===== src/rtl/switch_debouncer_pkg.sv =====
`default_nettype none
// ============================================================================
// Module   : switch_debouncer_pkg
// Purpose  : Shared defaults and counter-width helper for the switch debouncer
// Revision : 1.0 - initial release
// ============================================================================
package switch_debouncer_pkg;

    localparam int DEBOUNCE_WIDTH  = 2;
    localparam int DEBOUNCE_CYCLES = 4;

    // Width of a counter that must hold 0..n-1; floored at 1 bit so a
    // degenerate n still yields a legal vector.
    function automatic int cnt_width(input int n);
        int w;
        w = $clog2(n);
        return (w < 1) ? 1 : w;
    endfunction

endpackage
`default_nettype wire


===== src/rtl/switch_debouncer_if.sv =====
`default_nettype none
// ============================================================================
// Module   : switch_debouncer_if
// Purpose  : Raw switch levels in, debounced levels and edge pulses out
// Revision : 1.0 - initial release
// ============================================================================
interface switch_debouncer_if
    import switch_debouncer_pkg::*;
#(
    parameter int WIDTH = DEBOUNCE_WIDTH
);
    logic [WIDTH-1:0] I;
    logic [WIDTH-1:0] O;
    logic [WIDTH-1:0] RISE;
    logic [WIDTH-1:0] FALL;

    modport master (output I, input O, input RISE, input FALL);
    modport slave  (input I, output O, output RISE, output FALL);
endinterface
`default_nettype wire


===== src/rtl/switch_debouncer_debounce_bit.sv =====
`default_nettype none
// ============================================================================
// Module   : debounce_bit
// Purpose  : One-bit two-flop synchronizer, stability counter, level and
//            registered rise/fall pulse outputs
// Revision : 1.0 - initial release
// ============================================================================
module debounce_bit
    import switch_debouncer_pkg::*;
#(
    parameter int STABLE_CYCLES = DEBOUNCE_CYCLES
) (
    input  wire logic clk,
    input  wire logic rst,
    input  wire logic i_raw,
    output logic      o_level,
    output logic      o_rise,
    output logic      o_fall
);

    localparam int               CNT_W     = cnt_width(STABLE_CYCLES);
    localparam logic [CNT_W-1:0] c_cnt_max = CNT_W'(STABLE_CYCLES - 1);
    localparam logic [CNT_W-1:0] c_cnt_one = CNT_W'(1);

    logic             r_s1;
    logic             r_s2;
    logic [CNT_W-1:0] r_cnt;
    logic             r_level;
    logic             r_rise;
    logic             r_fall;

    always_ff @(posedge clk or posedge rst) begin
        if (rst) begin
            r_s1    <= 1'b0;
            r_s2    <= 1'b0;
            r_cnt   <= '0;
            r_level <= 1'b0;
            r_rise  <= 1'b0;
            r_fall  <= 1'b0;
        end else begin
            r_s1   <= i_raw;
            r_s2   <= r_s1;
            r_rise <= 1'b0;
            r_fall <= 1'b0;
            // Any agreement with the current level restarts the count, so
            // only an unbroken run of disagreement moves the output.
            if (r_s2 == r_level) begin
                r_cnt <= '0;
            end else if (r_cnt == c_cnt_max) begin
                r_level <= r_s2;
                r_cnt   <= '0;
                r_rise  <= r_s2;
                r_fall  <= ~r_s2;
            end else begin
                r_cnt <= r_cnt + c_cnt_one;
            end
        end
    end

    assign o_level = r_level;
    assign o_rise  = r_rise;
    assign o_fall  = r_fall;

endmodule
`default_nettype wire


===== src/rtl/switch_debouncer.sv =====
`default_nettype none
// ============================================================================
// Module   : switch_debouncer
// Purpose  : WIDTH independent switch synchronizer/debouncers with edge pulses
// Revision : 1.0 - initial release
// ============================================================================
module switch_debouncer
    import switch_debouncer_pkg::*;
#(
    parameter int WIDTH         = DEBOUNCE_WIDTH,
    parameter int STABLE_CYCLES = DEBOUNCE_CYCLES
) (
    input  wire logic          CLK,
    input  wire logic          RESET,
    switch_debouncer_if.slave  bus
);

    logic [WIDTH-1:0] w_in;
    logic [WIDTH-1:0] w_level;
    logic [WIDTH-1:0] w_rise;
    logic [WIDTH-1:0] w_fall;

    assign w_in = bus.I;

    for (genvar b = 0; b < WIDTH; b++) begin : g_bit
        debounce_bit #(
            .STABLE_CYCLES (STABLE_CYCLES)
        ) u_debounce_bit (
            .clk     (CLK),
            .rst     (RESET),
            .i_raw   (w_in[b]),
            .o_level (w_level[b]),
            .o_rise  (w_rise[b]),
            .o_fall  (w_fall[b])
        );
    end

    assign bus.O    = w_level;
    assign bus.RISE = w_rise;
    assign bus.FALL = w_fall;

endmodule
`default_nettype wire

===== src/flat_wrapper.sv =====
// flat-port wrapper written by rule: the top's interface ports become plain ports
module switch_debouncer_flat import switch_debouncer_pkg::*;
#(
    parameter int WIDTH         = DEBOUNCE_WIDTH,
    parameter int STABLE_CYCLES = DEBOUNCE_CYCLES
)
  (CLK, RESET, bus_I, bus_O, bus_RISE, bus_FALL);
  switch_debouncer_if #(.WIDTH(WIDTH)) bus_i ();
  input  wire logic CLK;
  input  wire logic RESET;
  input wire logic [$bits(bus_i.I)-1:0] bus_I;
  output wire logic [$bits(bus_i.O)-1:0] bus_O;
  output wire logic [$bits(bus_i.RISE)-1:0] bus_RISE;
  output wire logic [$bits(bus_i.FALL)-1:0] bus_FALL;
  assign bus_i.I = bus_I;
  assign bus_O = bus_i.O;
  assign bus_RISE = bus_i.RISE;
  assign bus_FALL = bus_i.FALL;
  switch_debouncer #(.WIDTH(WIDTH), .STABLE_CYCLES(STABLE_CYCLES)) u_core (.CLK(CLK), .RESET(RESET), .bus(bus_i));
endmodule

===== config.mk =====
export PLATFORM = sky130hd
export DESIGN_NAME = switch_debouncer_flat
export DESIGN_NICKNAME = d
export VERILOG_FILES = /design/src/rtl/switch_debouncer_pkg.sv /design/src/rtl/switch_debouncer_if.sv /design/src/rtl/switch_debouncer_debounce_bit.sv /design/src/rtl/switch_debouncer.sv /design/src/flat_wrapper.sv
export SDC_FILE = /design/constraint.sdc
export NUM_CORES = 1
export LEC_CHECK = 0
export ABC_CLOCK_PERIOD_IN_PS = 1130
export CAP_MARGIN = 0
export CORE_MARGIN = 5
export CORE_UTILIZATION = 35
export DETAILED_ROUTE_END_ITERATION = 12
export RECOVER_POWER = 100
export SYNTH_ARGS = -nofsm -noshare
export SYNTH_HDL_FRONTEND = slang
export SYNTH_SLANG_ARGS = --single-unit
export TNS_END_PERCENT = 20

===== constraint.sdc =====
create_clock -name CLK -period 1.13 [get_ports CLK]
set_input_delay 0.1695 -clock CLK [delete_from_list [all_inputs] [get_ports CLK]]
set_output_delay 0.1695 -clock CLK [all_outputs]
set_load 0.02 [all_outputs]

==> results.sh, run 1 <==
export IMPL_post_place_ws_ps=-67.89
export IMPL_synth_seq_cells=14
export IMPL_synth_distinct_cells=16
export IMPL_vias_per_cell=4.500
export IMPL_grt_overflow_total=0
export IMPL_crit_type="flip-flop to primary output"
export IMPL_power_switching_mw=0.4030
export IMPL_core_area_sq_mm=0.001471
export IMPL_cts_buffer_depth=2
export IMPL_setup_slack_ps=38.51
export IMPL_dr_pass1_iters=2
export IMPL_ir_worst_vdd_v=0.0008311
export IMPL_cts_tree="done"
export IMPL_setup_viol=0
export IMPL_die_width_um=48.75
export IMPL_drive_gt1_frac=0.2174
export IMPL_yosys_warnings=0
export IMPL_wl_um=705
export IMPL_syn_cell_area_sq_um=525.5
export IMPL_worstPathArrival_ps=920
export IMPL_htreeDepth=1
export IMPL_cp_required_ps=960
export IMPL_worstPathMaxFanout=1
export IMPL_max_slew_margin=0.6613
export IMPL_track_usage=0.06633
export IMPL_grt_pass1_wl_um=1152
export IMPL_slowest_stage="dfrtp_1"
export IMPL_root_buffer="clkbuf_4"
export IMPL_slew_viol_final=0
export IMPL_cp_top_family="flip-flops"
export IMPL_postCtsSetupBuffers=0
export IMPL_clk_pin_slew_ps=80
export IMPL_fin_crit_sh=0.9659
export IMPL_p_seq_frac=0.492
export IMPL_grt_max_degree=15
export IMPL_multi_input_area_sq_um=120.1
export IMPL_clock_latency_ps=270
export IMPL_io_pins=10
export IMPL_num_vias=279
export IMPL_p_leak_nw=0.2928
export IMPL_final_hold_violation_count=0
export IMPL_cap_violations=0
export IMPL_initial_core_util=0.3571
export IMPL_end_kind="primary output"
export IMPL_tightest_slew_ps=507.4
export IMPL_critPathBufInv=1
export IMPL_drt_wirelength_per_cell_um=11.37
export IMPL_seqCellArea_sq_um=350.3
export IMPL_fin_nets=53
export IMPL_min_period_ps=1091
export IMPL_holdWs_ps=352.4
export IMPL_synth_avg_cell_area_sq_um=13.83
export IMPL_area_growth_pct=16.43
export IMPL_port_buffers=9
export IMPL_grt_pass1_vias=275
export IMPL_drc=0
export IMPL_final_fill_count=147
export IMPL_combPwrFrac=0.253
export IMPL_gp_congestion=0.5972
export IMPL_worstPathCellList="clkdlybuf4s15_1"
export IMPL_rsz0062_at_grt="no"
export IMPL_cts_buffers=3
export IMPL_die_area_sq_mm=0.002377
export IMPL_final_antenna_net_count=0
export IMPL_pwr_share_clk=0.255
export IMPL_rows=14
export IMPL_cts_sinks=14
export IMPL_p_per_area_mw_per_mm2=2251
export IMPL_setup_tns_ps=0
export IMPL_die_h_um=48.75
export IMPL_hp_class="input pin to asynchronous set/reset pin"
export IMPL_internal_power_mw=0.9740
export IMPL_cpPeakStageDelay_ps=370
export IMPL_drtIter0Drc=2
export IMPL_hold_buffers=0
export IMPL_fmax_mhz=916.2
export IMPL_status="complete, no violations"
export IMPL_clock_skew_ps=5.523
export IMPL_syn_num_nets=44
export IMPL_n_antenna_cell=0
export IMPL_yosysSeqAreaShare=0.6667
export IMPL_switching_share=0.2927
export IMPL_start_kind="flip-flop"
export IMPL_antenna_found_initial=0
export IMPL_syn_inst=38
==> path summary, 6_finish.rpt <==
| check | slack [ps] | startpoint | end | cells after the start |
|---|---|---|---|---|
| min in group CLK | 350 | u_core.g_bit[1].u_debounce_bit.r_s1$_DFF_PP0_ | u_core.g_bit[1].u_debounce_bit.r_s2$_DFF_PP0_ | 0 |
| min reg2reg | 350 | u_core.g_bit[1].u_debounce_bit.r_s1$_DFF_PP0_ | u_core.g_bit[1].u_debounce_bit.r_s2$_DFF_PP0_ | 0 |
| min | 350 | RESET | u_core.g_bit[1].u_debounce_bit.r_cnt[0]$_DFF_PP0_ | 2 |
| max | 40 | u_core.g_bit[1].u_debounce_bit.o_fall$_DFF_PP0_ | bus_FALL[1] | 1 |
| max in group asynchronous | 440 | RESET | u_core.g_bit[0].u_debounce_bit.o_level$_DFFE_PP0P_ | 2 |
| max reg2reg | 70 | u_core.g_bit[1].u_debounce_bit.r_cnt[0]$_DFF_PP0_ | u_core.g_bit[1].u_debounce_bit.o_level$_DFFE_PP0P_ | 2 |
==> synthesized netlist by cell type (all sizes together) <==
cell type  instances  area (sq um)
nor2b              1         6.260
xnor2              1         8.760
nor3b              2         20.02
buf                6         45.04
xor2               1         8.760
nor3               1         5.000
nor2               2         7.510
ha                 2         25.02
inv                2         7.510
mux2               1         11.26
and3b              1         10.01
and2               1         7.510
o21ai              1         5.000
dfrtp             14         350.3
nand2              2         7.510
==> registers in the layout, summed over array words and instances (netlist names) <==
signal                               flops
u_core.g_bit.u_debounce_bit.r_cnt        4
u_core.g_bit.u_debounce_bit.r_s1         2
u_core.g_bit.u_debounce_bit.o_fall       2
u_core.g_bit.u_debounce_bit.r_s2         2
u_core.g_bit.u_debounce_bit.o_rise       2
u_core.g_bit.u_debounce_bit.o_level      2
==> area by class of cell <==
| class | instances | share of cell area |
|---|---|---|
| multi-input cells | 16 | 0.1963 |
| clock buffers | 4 | 0.05930 |
| inverters | 2 | 0.01227 |
| repair buffers | 10 | 0.1268 |
| flip-flops and latches | 14 | 0.5726 |
| well taps | 16 | 0.03272 |
==> per-layer routing <==
| metal | vias up | track usage | share of wire |
|---|---|---|---|
| met5 | - | 0 | 0 |
| met4 | 0 | 0.06726 | 0.0057 |
| met3 | 2 | 0.02147 | 0.075 |
| met2 | 8 | 0.1022 | 0.52 |
| met1 | 139 | 0.06770 | 0.40 |
| li1 | 130 | - | - |
==> cells in the final DEF (no fill, tap or decap), types with 2 or more instances in the layout <==
| master | n |
|---|---|
| clkdlybuf4s15_1 | 2 |
| clkbuf_1 | 3 |
| clkbuf_4 | 3 |
| dlygate4sd3_1 | 3 |
| nor3b_1 | 2 |
| nand2_1 | 2 |
| dfrtp_1 | 14 |
| inv_1 | 2 |
| nor2_1 | 2 |
==> repair_timing <==
item,CTS,global route
endpoints found under the hold margin,0,0
setup endpoints to repair,7,4
gates resized for setup,15,4
==> power groups by stage <==
| stage | registers (mW) | logic, mW | clock network (mW) |
|---|---|---|---|
| after detailed placement | 0.691 | 0.405 | 0 |
| final | 0.677 | 0.349 | 0.352 |
| after floorplan | 0.679 | 0.298 | 0 |
| after CTS | 0.683 | 0.384 | 0.363 |
| after global placement | 0.676 | 0.379 | 0 |
| after global routing | 0.691 | 0.405 | 0.382 |
==> per-stage QoR <==
stage            util  area, sq um  total power, mW  instances
2_1_floorplan       -        525.5           0.9774         38
3_3_place_gp   0.4065        598.1            1.054         58
3_5_place_dp   0.4065        598.1            1.096         58
4_1_cts        0.4294        631.9            1.430         62
5_1_grt        0.4158        611.8            1.478         62
6_report       0.4158        611.8            1.377         62
==> logic make-up (layout without fill, tap and decap cells) <==
kind of cell,count (synthesis),count (layout),share of synthesized area
xor+xnor,2,2,0.03334
mux,1,1,0.02143
fa+ha+maj,2,2,0.04761
compound gates,1,1,0.009515
buf+inv,8,16,0.1000
flops,14,14,0.6667
simple gates,10,10,0.1214
Note: power is estimated with default switching activity, not from simulation.
==> run 2, diff against run 1 <==
- PLACE_DENSITY_LB_ADDON: default -> 0.1
- SYNTH_HIERARCHICAL: default -> 1
==> results.sh, run 2 <==
export IMPL_drc=0
export IMPL_cpPeakStageDelay_ps=370
export IMPL_cts_sinks=14
export IMPL_worstPathArrival_ps=920
export IMPL_synth_edff_count=0
export IMPL_drtIter0Drc=1
export IMPL_htreeDepth=1
export IMPL_max_slew_margin=0.8199
export IMPL_synth_seq_cells=14
export IMPL_final_hold_violation_count=0
export IMPL_end_kind="primary output"
export IMPL_grt_pass1_wl_um=1193
export IMPL_grt_pass1_vias=307
export IMPL_p_leak_nw=0.2950
export IMPL_post_place_ws_ps=20.75
export IMPL_root_buffer="clkbuf_4"
export IMPL_finalPower_mw=1.283
export IMPL_grt_overflow_total=0
export IMPL_fin_crit_sh=0.9679
export IMPL_area_growth_pct=27.86
export IMPL_syn_cell_area_sq_um=480.5
export IMPL_fin_nets=56
export IMPL_setup_viol=0
export IMPL_antenna_found_initial=0
export IMPL_drive_gt1_frac=0.1250
export IMPL_synth_top_area_cell="dfrtp_1"
export IMPL_synth_area_leaders="dfrtp_1 73%, ha_1 5.2%, nor3_2 4.2%"
export IMPL_track_usage=0.08149
export IMPL_tightest_slew_ps=269.9
export IMPL_cp_top_family="flip-flops"
export IMPL_cts_buffers=3
export IMPL_drt_wirelength_per_cell_um=11.06
export IMPL_rows=13
export IMPL_io_pins=10
export IMPL_wl_um=697
export IMPL_final_antenna_net_count=0
export IMPL_setup_tns_ps=0
export IMPL_die_area_sq_mm=0.002214
export IMPL_synth_top_cells_by_count="14 x dfrtp_1, 4 x inv_1"
export IMPL_fmax_mhz=914.3
export IMPL_cts_buffer_depth=2
export IMPL_slew_viol_final=0
export IMPL_synthArstFlopShare=1.000
export IMPL_p_per_area_mw_per_mm2=2088
export IMPL_postCtsSetupBuffers=0
export IMPL_port_buffers=9
export IMPL_synth_most_common_cell="dfrtp_1"
export IMPL_synth_avg_cell_area_sq_um=14.13
export IMPL_die_width_um=47.05
export IMPL_status="complete, no violations"
export IMPL_critPathBufInv=1
export IMPL_post_dp_hpwl_um=543.9
export IMPL_yosys_warnings=6
export IMPL_synth_top_area_frac=0.7292
export IMPL_largest_register="u_core/g_bit.u_debounce_bit/r_cnt"
export IMPL_core_area_sq_mm=0.001301
export IMPL_vias_per_cell=4.413
export IMPL_clock_skew_ps=0.3088
export IMPL_synth_distinct_cells=10
export IMPL_num_vias=278
export IMPL_cts_tree="done"
export IMPL_clk_pin_slew_ps=80
export IMPL_cap_violations=0
export IMPL_finalNonFillerCells=63
export IMPL_dr_pass1_iters=2
export IMPL_cp_required_ps=960
export IMPL_largest_reg_flops=4
export IMPL_setup_slack_ps=36.29
export IMPL_rsz0062_at_grt="no"
export IMPL_ir_worst_vdd_v=0.001059
export IMPL_crit_type="flip-flop to primary output"
export IMPL_worstPathMaxFanout=1
export IMPL_final_cell_mix="14 x dfrtp_1, 4 x clkdlybuf4s15_1, 4 x inv_1"
export IMPL_placed_cells=60
export IMPL_min_period_ps=1094
export IMPL_worstPathCellList="clkdlybuf4s15_1"
export IMPL_hp_class="input pin to asynchronous set/reset pin"
export IMPL_ys_flop_type="dfrtp_1"
export IMPL_syn_inst=34
export IMPL_yosysSeqAreaShare=0.7292
export IMPL_n_antenna_cell=0
export IMPL_syn_num_nets=40
export IMPL_gp_congestion=0.6417
export IMPL_initial_core_util=0.3692
export IMPL_final_common_cell="dfrtp_1"
export IMPL_die_h_um=47.05
export IMPL_clock_latency_ps=270
export IMPL_slowest_stage="dfrtp_1"
export IMPL_start_kind="flip-flop"
export IMPL_grt_max_degree=8
## run 2: cell type report
class / count / area (sq um)
Tap cell: 15 / 18.77
Sequential cell: 14 / 350.3
Clock buffer: 3 / 22.52
Inverter: 4 / 15.01
Timing Repair Buffer: 11 / 92.59
Fill cell: 128 / 686.9
Multi-Input combinational cell: 16 / 115.1
## run 2: cells by family (layout without fill, tap and decap cells)
group                    count (synthesis)  after routing  synth area share
AND/OR/NAND/NOR                         10             10            0.1302
XOR/XNOR                                 2              2           0.03646
buffers and inverters                    4             18           0.03124
flip-flops                              14             14            0.7292
AO/OA/AOI/OAI                            2              2           0.02083
adder cells (fa/ha/maj)                  2              2           0.05208
## run 2: per-layer routing
layer	track usage	share of wire	wire, um	vias to the layer above
li1	-	-	-	139
met1	0.08475	0.42	293	132
met2	0.1355	0.51	352	7
met3	0.02299	0.075	52	0
met4	0.06630	0	0	0
met5	0	0	0	-
## run 2: metrics by stage
| step | util | hold slack (ps) | area [sq um] |
|---|---|---|---|
| floorplan | - | -27.10 | 480.5 |
| global placement | 0.4644 | 333.1 | 604.3 |
| detailed placement | 0.4644 | 337.1 | 604.3 |
| CTS | 0.4798 | 147.7 | 624.3 |
| global route | 0.4721 | 327.3 | 614.3 |
| finish | 0.4721 | 282.7 | 614.3 |
## run 2: where the power goes
part           internal, mW  switching (mW)  total (mW)
registers             0.606          0.0515       0.658
logic                 0.161           0.204       0.366
clock network         0.123           0.136       0.260
total                 0.891           0.392        1.28
## run 2: repair_timing
action                                  in CTS  in global routing
cloned                                       0                  0
pin swaps                                    0                  0
endpoints found under the setup margin       6                  4
gates resized for setup                     10                  4
hold buffers                                 0                  0
## run 2: final timing paths
kind / startpoint / end / slack [ps] / cells past startpoint
setup / recovery: u_core/g_bit[1].u_debounce_bit/o_fall$_DFF_PP0_ / bus_FALL[1] / 40 / 1
hold / removal: RESET / u_core/g_bit[0].u_debounce_bit/r_s1$_DFF_PP0_ / 280 / 2
setup reg to reg: u_core/g_bit[1].u_debounce_bit/r_cnt[0]$_DFF_PP0_ / u_core/g_bit[1].u_debounce_bit/o_level$_DFFE_PP0P_ / 160 / 3
hold reg to reg: u_core/g_bit[0].u_debounce_bit/r_s1$_DFF_PP0_ / u_core/g_bit[0].u_debounce_bit/r_s2$_DFF_PP0_ / 360 / 0
max in group asynchronous: RESET / u_core/g_bit[0].u_debounce_bit/o_level$_DFFE_PP0P_ / 640 / 2
min in group CLK: u_core/g_bit[0].u_debounce_bit/r_s1$_DFF_PP0_ / u_core/g_bit[0].u_debounce_bit/r_s2$_DFF_PP0_ / 360 / 0
==> run 3, diff against run 2 <==
- ABC_AREA: default -> 1
- CTS_CLUSTER_DIAMETER: default -> 80
==> results.sh, run 3 <==
export IMPL_ys_flop_type="dfrtp_1"
export IMPL_start_kind="flip-flop"
export IMPL_max_slew_margin=0.8235
export IMPL_stdcell_area_sq_um=623.1
export IMPL_cts_tree="done"
export IMPL_place_area_sq_um=616.8
export IMPL_synth_area_leaders="dfrtp_1 70%, inv_1 9.0%, ha_1 5.0%"
export IMPL_vias_per_cell=4.253
export IMPL_synth_top_cells_by_count="14 x dfrtp_1, 12 x inv_1, 6 x nand2_1, 4 x a21oi_1, 4 x nor2_1"
export IMPL_cp_required_ps=960
export IMPL_rows=13
export IMPL_worstPathArrival_ps=920
export IMPL_syn_num_nets=52
export IMPL_area_growth_pct=24.50
export IMPL_p_per_area_mw_per_mm2=2158
export IMPL_setup_viol=0
export IMPL_clock_skew_ps=9.580
export IMPL_final_hold_violation_count=0
export IMPL_cts_resized_gates=13
export IMPL_fin_nets=67
export IMPL_post_dp_hpwl_um=521
export IMPL_cp_top_family="flip-flops"
export IMPL_cts_sinks=14
export IMPL_grt_max_degree=9
export IMPL_fin_crit_sh=0.9637
export IMPL_postCtsSetupBuffers=0
export IMPL_ir_worst_vdd_v=0.001141
export IMPL_fmax_mhz=918.3
export IMPL_synthArstFlopShare=1.000
export IMPL_synth_distinct_cells=8
export IMPL_min_period_ps=1089
export IMPL_status="complete, no violations"
export IMPL_grt_pass1_wl_um=1055
export IMPL_yosys_warnings=6
export IMPL_hp_class="input pin to asynchronous set/reset pin"
export IMPL_syn_cell_area_sq_um=500.5
export IMPL_n_antenna_cell=0
export IMPL_drive_gt1_frac=0.1333
export IMPL_holdWs_ps=266.2
export IMPL_final_antenna_net_count=0
export IMPL_slew_viol_final=0
export IMPL_num_vias=319
export IMPL_finalNonFillerCells=75
export IMPL_end_kind="primary output"
export IMPL_die_h_um=47.82
export IMPL_setup_slack_ps=41.04
export IMPL_largest_reg_flops=4
export IMPL_final_cell_mix="14 x dfrtp_1, 12 x inv_1, 6 x nand2_1"
export IMPL_worstPathMaxFanout=1
export IMPL_clock_latency_ps=280
export IMPL_slowest_stage="dfrtp_1"
export IMPL_antenna_found_initial=0
export IMPL_cap_violations=0
export IMPL_crit_cells=1
export IMPL_grt_pass1_vias=269
export IMPL_synth_seq_cells=14
export IMPL_synth_most_common_cell="dfrtp_1"
export IMPL_core_area_sq_mm=0.001334
export IMPL_die_area_sq_mm=0.002286
export IMPL_yosysSeqAreaShare=0.7000
export IMPL_cts_buffer_depth=2
export IMPL_grt_overflow_total=0
export IMPL_largest_register="u_core/g_bit.u_debounce_bit/r_cnt"
export IMPL_worstPathCellList="clkdlybuf4s15_1"
export IMPL_root_buffer="clkbuf_4"
export IMPL_post_place_ws_ps=3.778
export IMPL_drt_wirelength_per_cell_um=8.907
export IMPL_crit_type="flip-flop to primary output"
export IMPL_htreeDepth=1
export IMPL_initial_core_util=0.3752
export IMPL_synth_edff_count=0
export IMPL_tightest_slew_ps=264.5
export IMPL_synth_avg_cell_area_sq_um=10.88
export IMPL_syn_inst=46
export IMPL_rsz0062_at_grt="no"
export IMPL_die_width_um=47.82
export IMPL_synth_top_area_frac=0.7000
export IMPL_p_leak_nw=0.3288
export IMPL_reg2reg_depth=4
export IMPL_drc=0
export IMPL_wl_um=668
export IMPL_io_pins=10
export IMPL_port_buffers=9
export IMPL_cts_buffers=3
export IMPL_placed_cells=71
export IMPL_setup_tns_ps=0
export IMPL_finalPower_mw=1.345
export IMPL_synth_top_area_cell="dfrtp_1"
export IMPL_final_common_cell="dfrtp_1"
export IMPL_drtIter0Drc=1
export IMPL_hold_buffers=0
export IMPL_cpPeakStageDelay_ps=360
export IMPL_track_usage=0.07407
export IMPL_critPathBufInv=1
export IMPL_final_core_util=0.4672
export IMPL_dr_pass1_iters=2
export IMPL_clk_pin_slew_ps=90
export IMPL_gp_congestion=0.6461
==> run 3: cell types whose count changed after synthesis, sizes merged <==
cell,delta
nor3,-2
nand2,+6
xnor2,-2
nor2,+2
a21oi,+4
inv,+8
nor3b,-2
nor2b,-2
==> run 3: metal layers <==
layer	wire length, um	global-route usage
met1	305	0.08235
met2	282	0.09763
met3	79	0.05639
met4	0	0.04839
met5	0	0
==> run 3: logic make-up (layout without fill, tap and decap cells) <==
group,Yosys count,in the layout,synth area share
buf+inv,12,26,0.08999
compound gates,6,6,0.06000
simple gates,12,12,0.09998
flops,14,14,0.7000
fa+ha+maj,2,2,0.04999
==> run 3: where the power goes <==
group | leakage, nW | internal [mW] | switching (mW)
Combinational | 0.128 | 0.130 | 0.217
Sequential | 0.179 | 0.601 | 0.0453
Clock | 0.0210 | 0.196 | 0.156
==> run 3: cell type report <==
class                      instances  area, sq um
multi-input combinational         20        105.1
clock buffer                       4        36.28
sequential                        14        350.3
inverter                          12        45.04
tap                               15        18.77
timing repair buffer              10        67.56
fill                             141        710.7
==> run 3: worst paths after layout <==
kind / startpoint / end / slack [ps]
max: u_core/g_bit[0].u_debounce_bit/o_fall$_DFF_PP0_ / bus_FALL[0] / 40
min: RESET / u_core/g_bit[1].u_debounce_bit/r_s1$_DFF_PP0_ / 270
max reg2reg: u_core/g_bit[1].u_debounce_bit/r_cnt[0]$_DFF_PP0_ / u_core/g_bit[1].u_debounce_bit/r_cnt[0]$_DFF_PP0_ / 170
min reg2reg: u_core/g_bit[0].u_debounce_bit/r_s1$_DFF_PP0_ / u_core/g_bit[0].u_debounce_bit/r_s2$_DFF_PP0_ / 350
max in group asynchronous: RESET / u_core/g_bit[1].u_debounce_bit/o_level$_DFFE_PP0P_ / 650
min in group CLK: u_core/g_bit[0].u_debounce_bit/r_s1$_DFF_PP0_ / u_core/g_bit[0].u_debounce_bit/r_s2$_DFF_PP0_ / 350
==> run 3: worst reg2reg max path: cells and delay by family (launching register included) <==
kind | cells | cell delay (ps)
compound gates | 1 | 120
fa+ha+maj | 1 | 230
buf+inv | 1 | 90
flops | 1 | 400
simple gates | 1 | 50
==> patch 1, RTL diff (config.mk and constraints of run 3) <==
Set the package constant `DEBOUNCE_CYCLES` to 6 (it was 4).
--- a/src/rtl/switch_debouncer_pkg.sv
+++ b/src/rtl/switch_debouncer_pkg.sv
@@ -7,7 +7,7 @@
 package switch_debouncer_pkg;
 
     localparam int DEBOUNCE_WIDTH  = 2;
-    localparam int DEBOUNCE_CYCLES = 4;
+    localparam int DEBOUNCE_CYCLES = 6;
 
     // Width of a counter that must hold 0..n-1; floored at 1 bit so a
     // degenerate n still yields a legal vector.
Formal check against the unedited RTL: not equivalent (Yosys sat finds a counterexample within 10 cycles, from zero or initial values and one cycle with RESET high).
==> patch 1 against run 3 <==
- largest power group unchanged
- worst setup slack better by 0.076 ns
- first-iteration DRC count rose to 5.0 times the old value
- non-clock buffer count up 1
- register-to-register slack better by 0.06 ns
- wire length up 29%
- fmax up 7.5%
- power up 15%
- via count up 32%
- sequential cell count up 2
- final area up 12%
- area after synthesis up 19%
==> patch 1: results (changes against run 3) <==
stage,metric,value,unit,change
run_status,outcome,"complete, no violations",,
yosys,synth_compound_gate_area_share,1.688,%,-4.3 points
yosys,yosys.area_share.adder,0,%,-5.0 points
yosys,synth.cells.most_frequent,"20 x sky130_fd_sc_hd__nand2_1, 16 x sky130_fd_sc_hd__dfrtp_1, 10 x sky130_fd_sc_hd__inv_1, 10 x sky130_fd_sc_hd__nor2_1, 4 x sky130_fd_sc_hd__nand3_1",,
global_routing,first_global_vias,363,,+35%
clocking,clkSinkCount,16,,+2
detailed_routing,drt_iter0_drc,5,,+4
global_routing,pin_count_of_the_biggest_net_entering_global_routing,9,,unchanged
detailed_routing,drt-pass1-iter-count,4,,+2
setup_path,worstPathArrival,0.84,ns,-0.08 ns
detailed_routing,routed.top_layer,met4,,
yosys,post_synth_main_area_contributors,"sky130_fd_sc_hd__dfrtp_1 68%, sky130_fd_sc_hd__nand2_1 13%, sky130_fd_sc_hd__inv_1 6.3%",,
final_layout,final_layout_size_suffix_gt1_share,3.846,%,-9.5 points
setup_path,timing.critical_path.fanout_max,2,,+1
setup_path,r2r-start,u_core/g_bit[0].u_debounce_bit/o_level,,
setup_path,capture_point_of_the_worst_reg_to_reg_path,u_core/g_bit[0].u_debounce_bit/r_cnt[2],,
timing,finalClockSkew,0.001119,ns,-0.008461 ns
final_layout,largest_register_ffs,6,,+2
timing,finalHoldWorstSlack,0.2919,ns,+0.02562 ns
detailed_routing,wl_met2,323,um,+15%
detailed_routing,wl_met1,454,um,+49%
power,irDropWorstVdd,0.9609,mV,-16%
placement,gp_routability_congestion,0.7045,,+9.0%
global_routing,grt_use_total,7.645,%,+0.24 points
power,static-leakage-power,0.3639,nW,+11%
placement,hpwl,651.6,um,+25%
timing,timing_worst_slew_pin_value,0.2965,ns,+0.03200 ns
detailed_routing,route.met3.wl,73,um,-7.6%
global_routing,global_route_wire_length_before_repair,1.455,mm,+38%
setup_path,rr_worst_depth,5,,+1
final_layout,fill_cells,163,,+16%
final_layout,final_net_count,84,,+25%
setup_path,worst-r2r-setup-slack,0.23,ns,+0.06 ns
yosys,synth.distinct_cells,7,,-1
detailed_routing,wire_per_inst,9.202,um,+3.3%
detailed_routing,post_drt_via_cell_ratio,4.479,,+5.3%
yosys,synth-seq-area-share,67.51,%,-2.5 points
yosys,synth.net_count,68,,+31%
[patch 1: cell count changes after synthesis, sizes merged]
cell	delta
dfrtp	+2
nor2	+6
inv	-2
nand2	+12
o21ai	-2
ha	-2
a21oi	-2
nand3	+4
nand4	+2
[patch 1: cells by family after synthesis]
group	after synthesis
compound gates	2
flops	16
simple gates	36
buf+inv	10
[patch 1: routing by layer]
layer / vias up / GRT usage, %
met4: 0 / 5.381
met2: 9 / 9.442
met3: 2 / 2.616
met5: - / 0
li1: 226 / -
met1: 184 / 10.91
[patch 1: power breakdown]
part           leakage (nW)  internal, mW  switching (mW)
Clock                0.0138         0.123           0.157
Combinational         0.144         0.152           0.282
Sequential            0.206         0.708           0.122
[patch 1: how the worst max path moves through the flow]
stage                                                start                                 endpoint  slack, ns  cells past startpoint
global placement    u_core/g_bit[1].u_debounce_bit/o_level                                 bus_O[1]       0.04                      1
finish              u_core/g_bit[0].u_debounce_bit/o_level                                 bus_O[0]       0.12                      1
floorplan           u_core/g_bit[0].u_debounce_bit/o_level  u_core/g_bit[0].u_debounce_bit/r_cnt[2]       0.30                      3
global route        u_core/g_bit[1].u_debounce_bit/o_level                                 bus_O[1]       0.05                      1
CTS                  u_core/g_bit[0].u_debounce_bit/o_rise                              bus_RISE[0]      0.002                      1
detailed placement  u_core/g_bit[1].u_debounce_bit/o_level                                 bus_O[1]       0.04                      1
[patch 1: final cells by class]
cell class                      count  share of cell area, %
Clock buffer                        3                  3.237
Inverter                           10                  5.396
Multi-Input combinational cell     38                  22.30
Sequential cell                    16                  57.55
Tap cell                           16                  2.878
Timing Repair Buffer               11                  8.633
[patch 1: what timing repair did]
item / CTS / global route
hold buffers: 0 / 0
setup endpoints to repair: 6 / 6
gates resized for setup: 9 / 9
buffers inserted: 0 / 0
[patch 1: metrics by stage]
step / std cells / setup WS (ns) / instance area [um^2]
final: 94 / 0.1166 / 695.7
after global routing: 94 / 0.05395 / 695.7
after CTS: 94 / 0.001734 / 737.0
after detailed placement: 91 / 0.03959 / 718.2
after global placement: 91 / 0.04271 / 718.2
after floorplan: 64 / 0.2971 / 593.1
==> patch 2, RTL diff (config.mk and constraints of run 3) <==
Made on the original files. Make the reset (`rst`) synchronous in one clocked block.
--- a/src/rtl/switch_debouncer_debounce_bit.sv
+++ b/src/rtl/switch_debouncer_debounce_bit.sv
@@ -29,7 +29,7 @@
     logic             r_rise;
     logic             r_fall;
 
-    always_ff @(posedge clk or posedge rst) begin
+    always_ff @(posedge clk) begin
         if (rst) begin
             r_s1    <= 1'b0;
             r_s2    <= 1'b0;
Behaviour: differs if RESET is asserted again (counterexample within 10 cycles, from zero or initial values and one cycle with RESET high); with RESET held inactive, the same outputs for 10 cycles.
==> patch 2 against run 3 <==
- area after synthesis decreased by 3.0%
- wire length increased by 2.8%
- utilization increased by 0.78 points
- sequential cell count unchanged
- final area decreased by 0.80%
- highest routed layer is now met4
- sequential share of layout area decreased by 11 points
- die area decreased by 2.4%
- worst setup slack improved by 0.019 ns
- via count increased by 13%
Power is not compared: it rests on default switching activity, and its combinational part moved more than twofold at a synthesized area within 25%.
==> patch 2: results (changes against run 3) <==
stage,metric,value,unit,change
setup_path,crit_path_end,bus_RISE[0],,
final_layout,final_cell_area,618.1,um^2,-0.80%
setup_path,worst-r2r-setup-slack,0.24,ns,+0.07 ns
yosys,synth.distinct_cells,10,,+2
final_layout,num-nonclk-inverters,14,,+2
final_layout,seq_cell_count,14,,unchanged
detailed_routing,wl,687,um,+2.8%
setup_path,capture_point_of_the_worst_reg_to_reg_path,u_core/g_bit[1].u_debounce_bit/r_cnt[0],,
yosys,synth.net_count,62,,+19%
placement,worst_case_setup_slack_after_placement,0.05507,ns,+0.05130 ns
timing,finalClockSkew,0.004085,ns,-0.005496 ns
run_status,outcome,"complete, no violations",,
setup_path,crit_path_start,u_core/g_bit[0].u_debounce_bit/o_rise,,
global_routing,globalRouteMet3Util,3.448,%,-2.2 points
yosys,syn-instance-count,56,,+22%
global_routing,grt_use_total,8.043,%,+0.64 points
clocking,cts_repair_resizes,6,,-7
yosys,post_synth_main_area_contributors,"sky130_fd_sc_hd__dfxtp_1 58%, sky130_fd_sc_hd__inv_1 7.7%, sky130_fd_sc_hd__nand2_1 6.2%",,
setup_path,r2r-start,u_core/g_bit[1].u_debounce_bit/r_cnt[0],,
setup_path,timing.critical_path.max_delay_family,buffers and inverters,,
final_layout,fill_cells,151,,+7.1%
yosys,synth-seq-area-share,57.73,%,-12 points
detailed_routing,post_drt_via_cell_ratio,4.198,,-1.3%
final_layout,nMultiInputCombCells,28,,+40%
placement,hpwl,539.6,um,+3.6%
setup_path,worstPathArrival,0.90,ns,-0.02 ns
detailed_routing,wl_met2,273,um,-3.2%
global_routing,global_route.usage.met1,9.382,%,+1.1 points
yosys,async_flop_share,0,%,-100 points
final_layout,finalNonFillerCells,86,,+15%
global_routing,pin_count_of_the_biggest_net_entering_global_routing,8,,-1
yosys,yosys.area_share.adder,5.155,%,+0.15 points
[patch 2: cell count changes after synthesis]
cell                             run 3  this run
sky130_fd_sc_hd__inv_1              12        10
sky130_fd_sc_hd__nand2_1             6         8
sky130_fd_sc_hd__a21oi_1             4         2
sky130_fd_sc_hd__dfxtp_1             0        14
sky130_fd_sc_hd__o21ai_0             2         0
sky130_fd_sc_hd__dfrtp_1            14         0
sky130_fd_sc_hd__nor2_1              4         8
sky130_fd_sc_hd__nor3_1              0         4
sky130_fd_sc_hd__nand4_2             0         2
sky130_fd_sc_hd__inv_2               0         4
[patch 2: power by group through the flow]
stage          combinational, mW  sequential (mW)  clock, mW
6_report                  0.0299            0.507      0.266
5_1_grt                   0.0350            0.508      0.306
4_1_cts                   0.0344            0.507      0.282
3_5_place_dp              0.0344            0.519          0
3_3_place_gp              0.0337            0.518          0
2_1_floorplan             0.0160            0.518          0
